**src/rtl/lfsr_pkg.sv**
```systemverilog
// Shared constants and helpers for lfsr_core: default maximal-length tap
// masks for widths 2..16, the default seed, and the next-state function.
package lfsr_pkg;

  localparam int unsigned MAX_WIDTH = 32;

  // Seed used when the instantiating block gives none; any nonzero value works.
  localparam logic [MAX_WIDTH-1:0] DEFAULT_SEED = 32'd1;

  // Maximal-length Fibonacci tap masks. Bit i set means q[i] feeds the XOR.
  // Widths outside 2..16 return 0 so a missing TAPS override is obvious.
  function automatic logic [MAX_WIDTH-1:0] lfsr_default_taps(input int unsigned width);
    logic [MAX_WIDTH-1:0] taps;
    case (width)
      2:       taps = 32'h0000_0003;
      3:       taps = 32'h0000_0006;
      4:       taps = 32'h0000_000C;
      5:       taps = 32'h0000_0014;
      6:       taps = 32'h0000_0030;
      7:       taps = 32'h0000_0060;
      8:       taps = 32'h0000_00B8;
      9:       taps = 32'h0000_0110;
      10:      taps = 32'h0000_0240;
      11:      taps = 32'h0000_0500;
      12:      taps = 32'h0000_0829;
      13:      taps = 32'h0000_100D;
      14:      taps = 32'h0000_2015;
      15:      taps = 32'h0000_6000;
      16:      taps = 32'h0000_D008;
      default: taps = 32'h0000_0000;
    endcase
    return taps;
  endfunction

  // One Fibonacci step: XOR-reduce the tapped bits and shift that value in
  // at bit 0, pushing the register toward the MSB. Bits at or above width
  // are cleared so callers can truncate the result safely.
  function automatic logic [MAX_WIDTH-1:0] lfsr_next(
    input logic [MAX_WIDTH-1:0] state,
    input logic [MAX_WIDTH-1:0] taps,
    input int unsigned          width
  );
    logic                 fb;
    logic [MAX_WIDTH-1:0] mask;
    logic [MAX_WIDTH-1:0] shifted;
    fb      = ^(state & taps);
    mask    = (width >= MAX_WIDTH) ? '1 : ((32'd1 << width) - 32'd1);
    shifted = {state[MAX_WIDTH-2:0], fb};
    return shifted & mask;
  endfunction

endpackage

```
**src/rtl/lfsr_core.sv**
```systemverilog
// Fibonacci LFSR with synchronous reset, synchronous load and advance enable.
// Edge priority: rst, then load, then en, then hold.
// Build option: LFSR_LOCKUP_GUARD_EN -- when defined, a zero load is replaced
// by SEED and an all-zero register advances to SEED, so the register can
// never stick at zero. When undefined, zero is loaded verbatim and is a
// self-sustaining state.
module lfsr_core
  import lfsr_pkg::*;
#(
  parameter int unsigned      WIDTH = 3,
  parameter logic [WIDTH-1:0] TAPS  = WIDTH'(lfsr_default_taps(WIDTH)),
  parameter logic [WIDTH-1:0] SEED  = WIDTH'(DEFAULT_SEED)
) (
  input  logic             clk,
  input  logic             rst,
  input  logic             en,
  input  logic             load,
  input  logic [WIDTH-1:0] seed_in,
  output logic [WIDTH-1:0] q,
  output logic             serial_out,
  output logic             at_seed
);

  logic [WIDTH-1:0] state;
  logic [WIDTH-1:0] step_value;
  logic [WIDTH-1:0] load_value;

  // Candidate values for a shift edge and for a load edge.
  always_comb begin
    step_value = WIDTH'(lfsr_next(MAX_WIDTH'(state), MAX_WIDTH'(TAPS), WIDTH));
    load_value = seed_in;
`ifdef LFSR_LOCKUP_GUARD_EN
    // Zero is the one state an XOR LFSR can never leave; steer it to SEED.
    if (state == '0) begin
      step_value = SEED;
    end
    if (seed_in == '0) begin
      load_value = SEED;
    end
`endif
  end

  // State register with rst > load > en > hold priority.
  always_ff @(posedge clk) begin
    if (rst) begin
      state <= SEED;
    end else if (load) begin
      state <= load_value;
    end else if (en) begin
      state <= step_value;
    end
  end

  assign q          = state;
  assign serial_out = state[WIDTH-1];
  assign at_seed    = (state == SEED);

endmodule

```
**config.mk**
```make
export PLATFORM = sky130hd
export DESIGN_NAME = lfsr_core
export DESIGN_NICKNAME = d
export VERILOG_FILES = /design/src/rtl/lfsr_pkg.sv /design/src/rtl/lfsr_core.sv
export SDC_FILE = /design/constraint.sdc
export NUM_CORES = 1
export LEC_CHECK = 0
export ABC_CLOCK_PERIOD_IN_PS = 1900
export BUFFER_PORTS_ARGS = -buffer_cell sky130_fd_sc_hd__clkbuf_2
export CORE_AREA = 2 2 39 41
export CTS_CLUSTER_SIZE = 28
export DETAILED_ROUTE_END_ITERATION = 7
export DIE_AREA = 0 0 41 43
export GPL_TIMING_DRIVEN = 0
export SLEW_MARGIN = 20
export SYNTH_ARGS = -nofsm -noshare
export SYNTH_HDL_FRONTEND = slang
export SYNTH_SLANG_ARGS = --single-unit
```
**constraint.sdc**
```tcl
create_clock -name clk -period 1.9 [get_ports clk]
set_input_delay 0.285 -clock clk [delete_from_list [all_inputs] [get_ports clk]]
set_output_delay 0.285 -clock clk [all_outputs]
set_load 0.05 [all_outputs]
```
[After elaboration in Yosys (flattened, before gate mapping)]
Index checks and enable logic that the tools add are counted.
Storage, ports and cells
  bits in read-only memories: 0
  memories: 0
  bits in latches: 0
  bits of input ports: 7
  output and inout port bits: 5
  register bits: 3
  memory bits (writable): 0
Cells by class
  equality and inequality tests: 1
  $mul: 0
  reduce and logical (&&, ||, !) cells: 2
  $add $sub $neg: 0
  bitwise operators: 0
  shift-type cells: 0
  order comparisons: 0
  muxes and demuxes: 2
  div/mod/pow operators: 0
Operator list (number)
  32-bit parity: 1
  3-bit 2-to-1 mux: 2
  3-bit by 1-bit equality test with 1-bit output, second input constant: 1
  2-bit nonzero test: 1

[Logic depth before layout (Yosys ltp)]
  word-level depth: 3
  mapped depth: 3
  gate-level depth less buffers: 3

[Worst setup path after synthesis]
No wires, ideal clock.
  path type: reg2out
  from: register state[0], in the netlist q[0]
  to: output at_seed
  path slack: -0.249 ns
  stages on the path, launching flop included: 2
  arrival time: 1.864 ns
  cells stage by stage: dfxtp_1 -> nor3b_1
Between the ends
  cells in the longest elaborated chain, start to end: 1
Ends and longest elaborated chain
  from (decl): RTL line lfsr_core.sv:24  | logic [WIDTH-1:0] state;
  from (signal assigned): RTL line lfsr_core.sv:48  | state <= load_value;
  from (signal assigned): RTL line lfsr_core.sv:50  | state <= step_value;
  3-bit by 1-bit equality test with 1-bit output: RTL line lfsr_core.sv:56  | assign at_seed = (state == SEED);
  to (decl): RTL line lfsr_core.sv:21  | output logic at_seed
Every way passes these cells.

[Final worst setup path]
  from: register state[2], in the netlist q[2]
  to: output at_seed
The elaborated chain is that of the path after synthesis.

==> impl_metrics.yaml <==
status:
  status: "finished clean"
pwr:
  power_frac_comb_pct: 27.3
  power_switching_w: 0.00008713
  p_int_w: 0.0001702
  switching_share_pct: 33.86
  power_frac_seq_pct: 29.1
  p_clk_share_pct: 43.6
  power_w: 0.0002573
  powerDensity_nw_per_um2: 988.7
  max-vdd-ir-drop_mv: 0.3398
  p_leak_nw: 0.1368
yosys:
  synth_sequential_area_ratio_pct: 39.02
  muxShareOfSynthArea_pct: 34.15
  synth_compound_area_share_pct: 6.504
  synth_top_family_by_area: "multiplexers"
  synthesis.nets: 22
  synth_edf_count: 0
  synth.area.top_cells: "dfxtp_1 39%, mux2i_1 20%, mux2_1 15%"
  synthSimpleGateAreaFrac_pct: 9.756
  synth_top_cells_by_count: "3 x dfxtp_1, 3 x mux2i_1, 2 x mux2_1, 2 x nor2_1"
  ys_warn_count: 0
  yosys.area.top_type: "dfxtp_1"
  avgSynthCellArea_sq_um: 10.26
  yosysTopAreaCellShare_pct: 39.02
  synth_fa_ha_area_share_pct: 0
  synth_top_flop_cell: "dfxtp_1"
  ys_types: 9
  syn_area_sq_um: 153.9
  synthArstFlopShare_pct: 0
  synth_xor_xnor_area_share_pct: 5.691
  synthCells: 15
  ys_ff_latch: 3
worst_setup_path:
  endpoint_kind: "output pin"
  cp_max_fo: 5
  start_kind: "flop"
  critPathArrivalTime_ps: 1050
  crit_type: "reg -> out"
  required_ps: 1620
timing:
  finalHoldViolCount: 0
  hold_slack_ps: 247.4
  timing.fmax_mhz: 747.1
  setup_viol_count_final: 0
  fin_worst_skew_ps: 3.701
  period_share_pct: 70.45
  worst_pin_slew_ps: 278.6
  slew_violations: 0
  fin_tns_setup_ps: 0
  rsz0062_at_grt: "no"
  max_slew_margin_pct: 81.51
  period_minus_slack_ps: 1339
layout:
  finalInstanceArea_sq_um: 260.3
  antenna_cells: 0
  synthToLayoutAreaGrowth_pct: 69.11
  drive_above_1_share_pct: 53.33
  postLayoutCoreUtil_pct: 18.81
  largest_reg_flops: 3
  final_nets: 38
hold_path:
  hp-class: "in -> reg"
detailed_routing:
  antenna_left: 0
  avgRoutedWirePerCell_um: 8.283
  via_per_inst: 3.413
  drt_iter0_markers: 2
  first_pass_iters: 2
  drc: 0
  wl_um: 381
  via_count: 157
floorplanning:
  rows: 14
  die-area_sq_um: 1763
  boundaryPins: 12
  core_area_sq_um: 1384
  chipHeight_um: 43
  start_util_pct: 11.12
  die_x_um: 41
clock_network:
  clock_tree.root_cell: "clkbuf_4"
  post_cts_resized: 0
  clockBufferDepth: 2
  cts_tree: "built"
  ctsHoldBuffers: 0
  clk_pin_slew_ps: 30
  insertion_delay_ps: 230
  cts_buffers: 3
  cts_sinks: 3
  htree_num_levels: 1
  postCtsSetupRepairBufs: 0
grt:
  grt.overflow.total: 0
  grt_usage_pct: 6.928
  grt_pass1_vias: 176
  met1_usage_pct: 7.395
  grt_max_degree: 6
  antenna_found_initial: 0
  grt_pass1_wl_um: 717
  busiest_layer: "met2"
  met2_usage_pct: 7.813
  use_met3_pct: 6.283
placement:
  placed_cell_area_sq_um: 234.0
  numPortBuffers: 11
  gp_congestion: 0.6482
job:
  maxCapViolations: 0
## worst paths after layout
check / slack (ps) / endpoint / cells after the start / from
setup / recovery: 560 / at_seed / 2 / q[2]
hold / removal: 250 / q[1] / 2 / rst
setup reg to reg: 930 / q[2] / 3 / q[1]
hold reg to reg: 610 / q[0] / 2 / q[0]
## worst max-delay path: stages (launching register included)
cell and delay, ps:
dfxtp_1 350, nor3b_2 180, clkbuf_2 290
## metal layers
layer	part of all wire, %	wire length [um]
met5	0	0
met4	0	0
met3	14	53
met2	41	158
met1	44	169
## stage by stage
step / setup WS, ps / cells
floorplan: 221.5 / 15
global placement: 809.3 / 42
detailed placement: 797.4 / 42
CTS: 543.3 / 46
global route: 466.3 / 46
finish: 561.4 / 46
## power groups by stage
| stage | Clock [W] | Sequential, W | Combinational, W |
|---|---|---|---|
| after floorplan | 0 | 0.0000923 | 0.0000332 |
| after CTS | 0.000117 | 0.0000751 | 0.0000707 |
| final | 0.000112 | 0.0000750 | 0.0000702 |
| after global routing | 0.000129 | 0.0000762 | 0.0000767 |
| after global placement | 0 | 0.0000755 | 0.0000696 |
| after detailed placement | 0 | 0.0000761 | 0.0000707 |
## cell usage in the layout (no fill, tap or decap), drive strengths merged
master / count
clkbuf: 15
mux2i: 3
dfxtp: 3
mux2: 2
nor2: 2
nor3b: 1
xor2: 1
a21oi: 1
o21ai: 1
buf: 1
## kinds of logic (layout without fill, tap and decap cells)
kind of cell    after synthesis  count (layout)
buf+inv                       1              16
flops                         3               3
simple gates                  3               3
compound gates                2               2
xor+xnor                      1               1
mux                           5               5
## cell type report
type | count | area [sq um]
Buffer | 1 | 7.507
Clock buffer | 4 | 26.28
Fill cell | 158 | 1124
Multi-Input combinational cell | 11 | 91.34
Sequential cell | 3 | 60.06
Tap cell | 16 | 20.02
Timing Repair Buffer | 11 | 55.05
(Power assumes the default switching activity.)
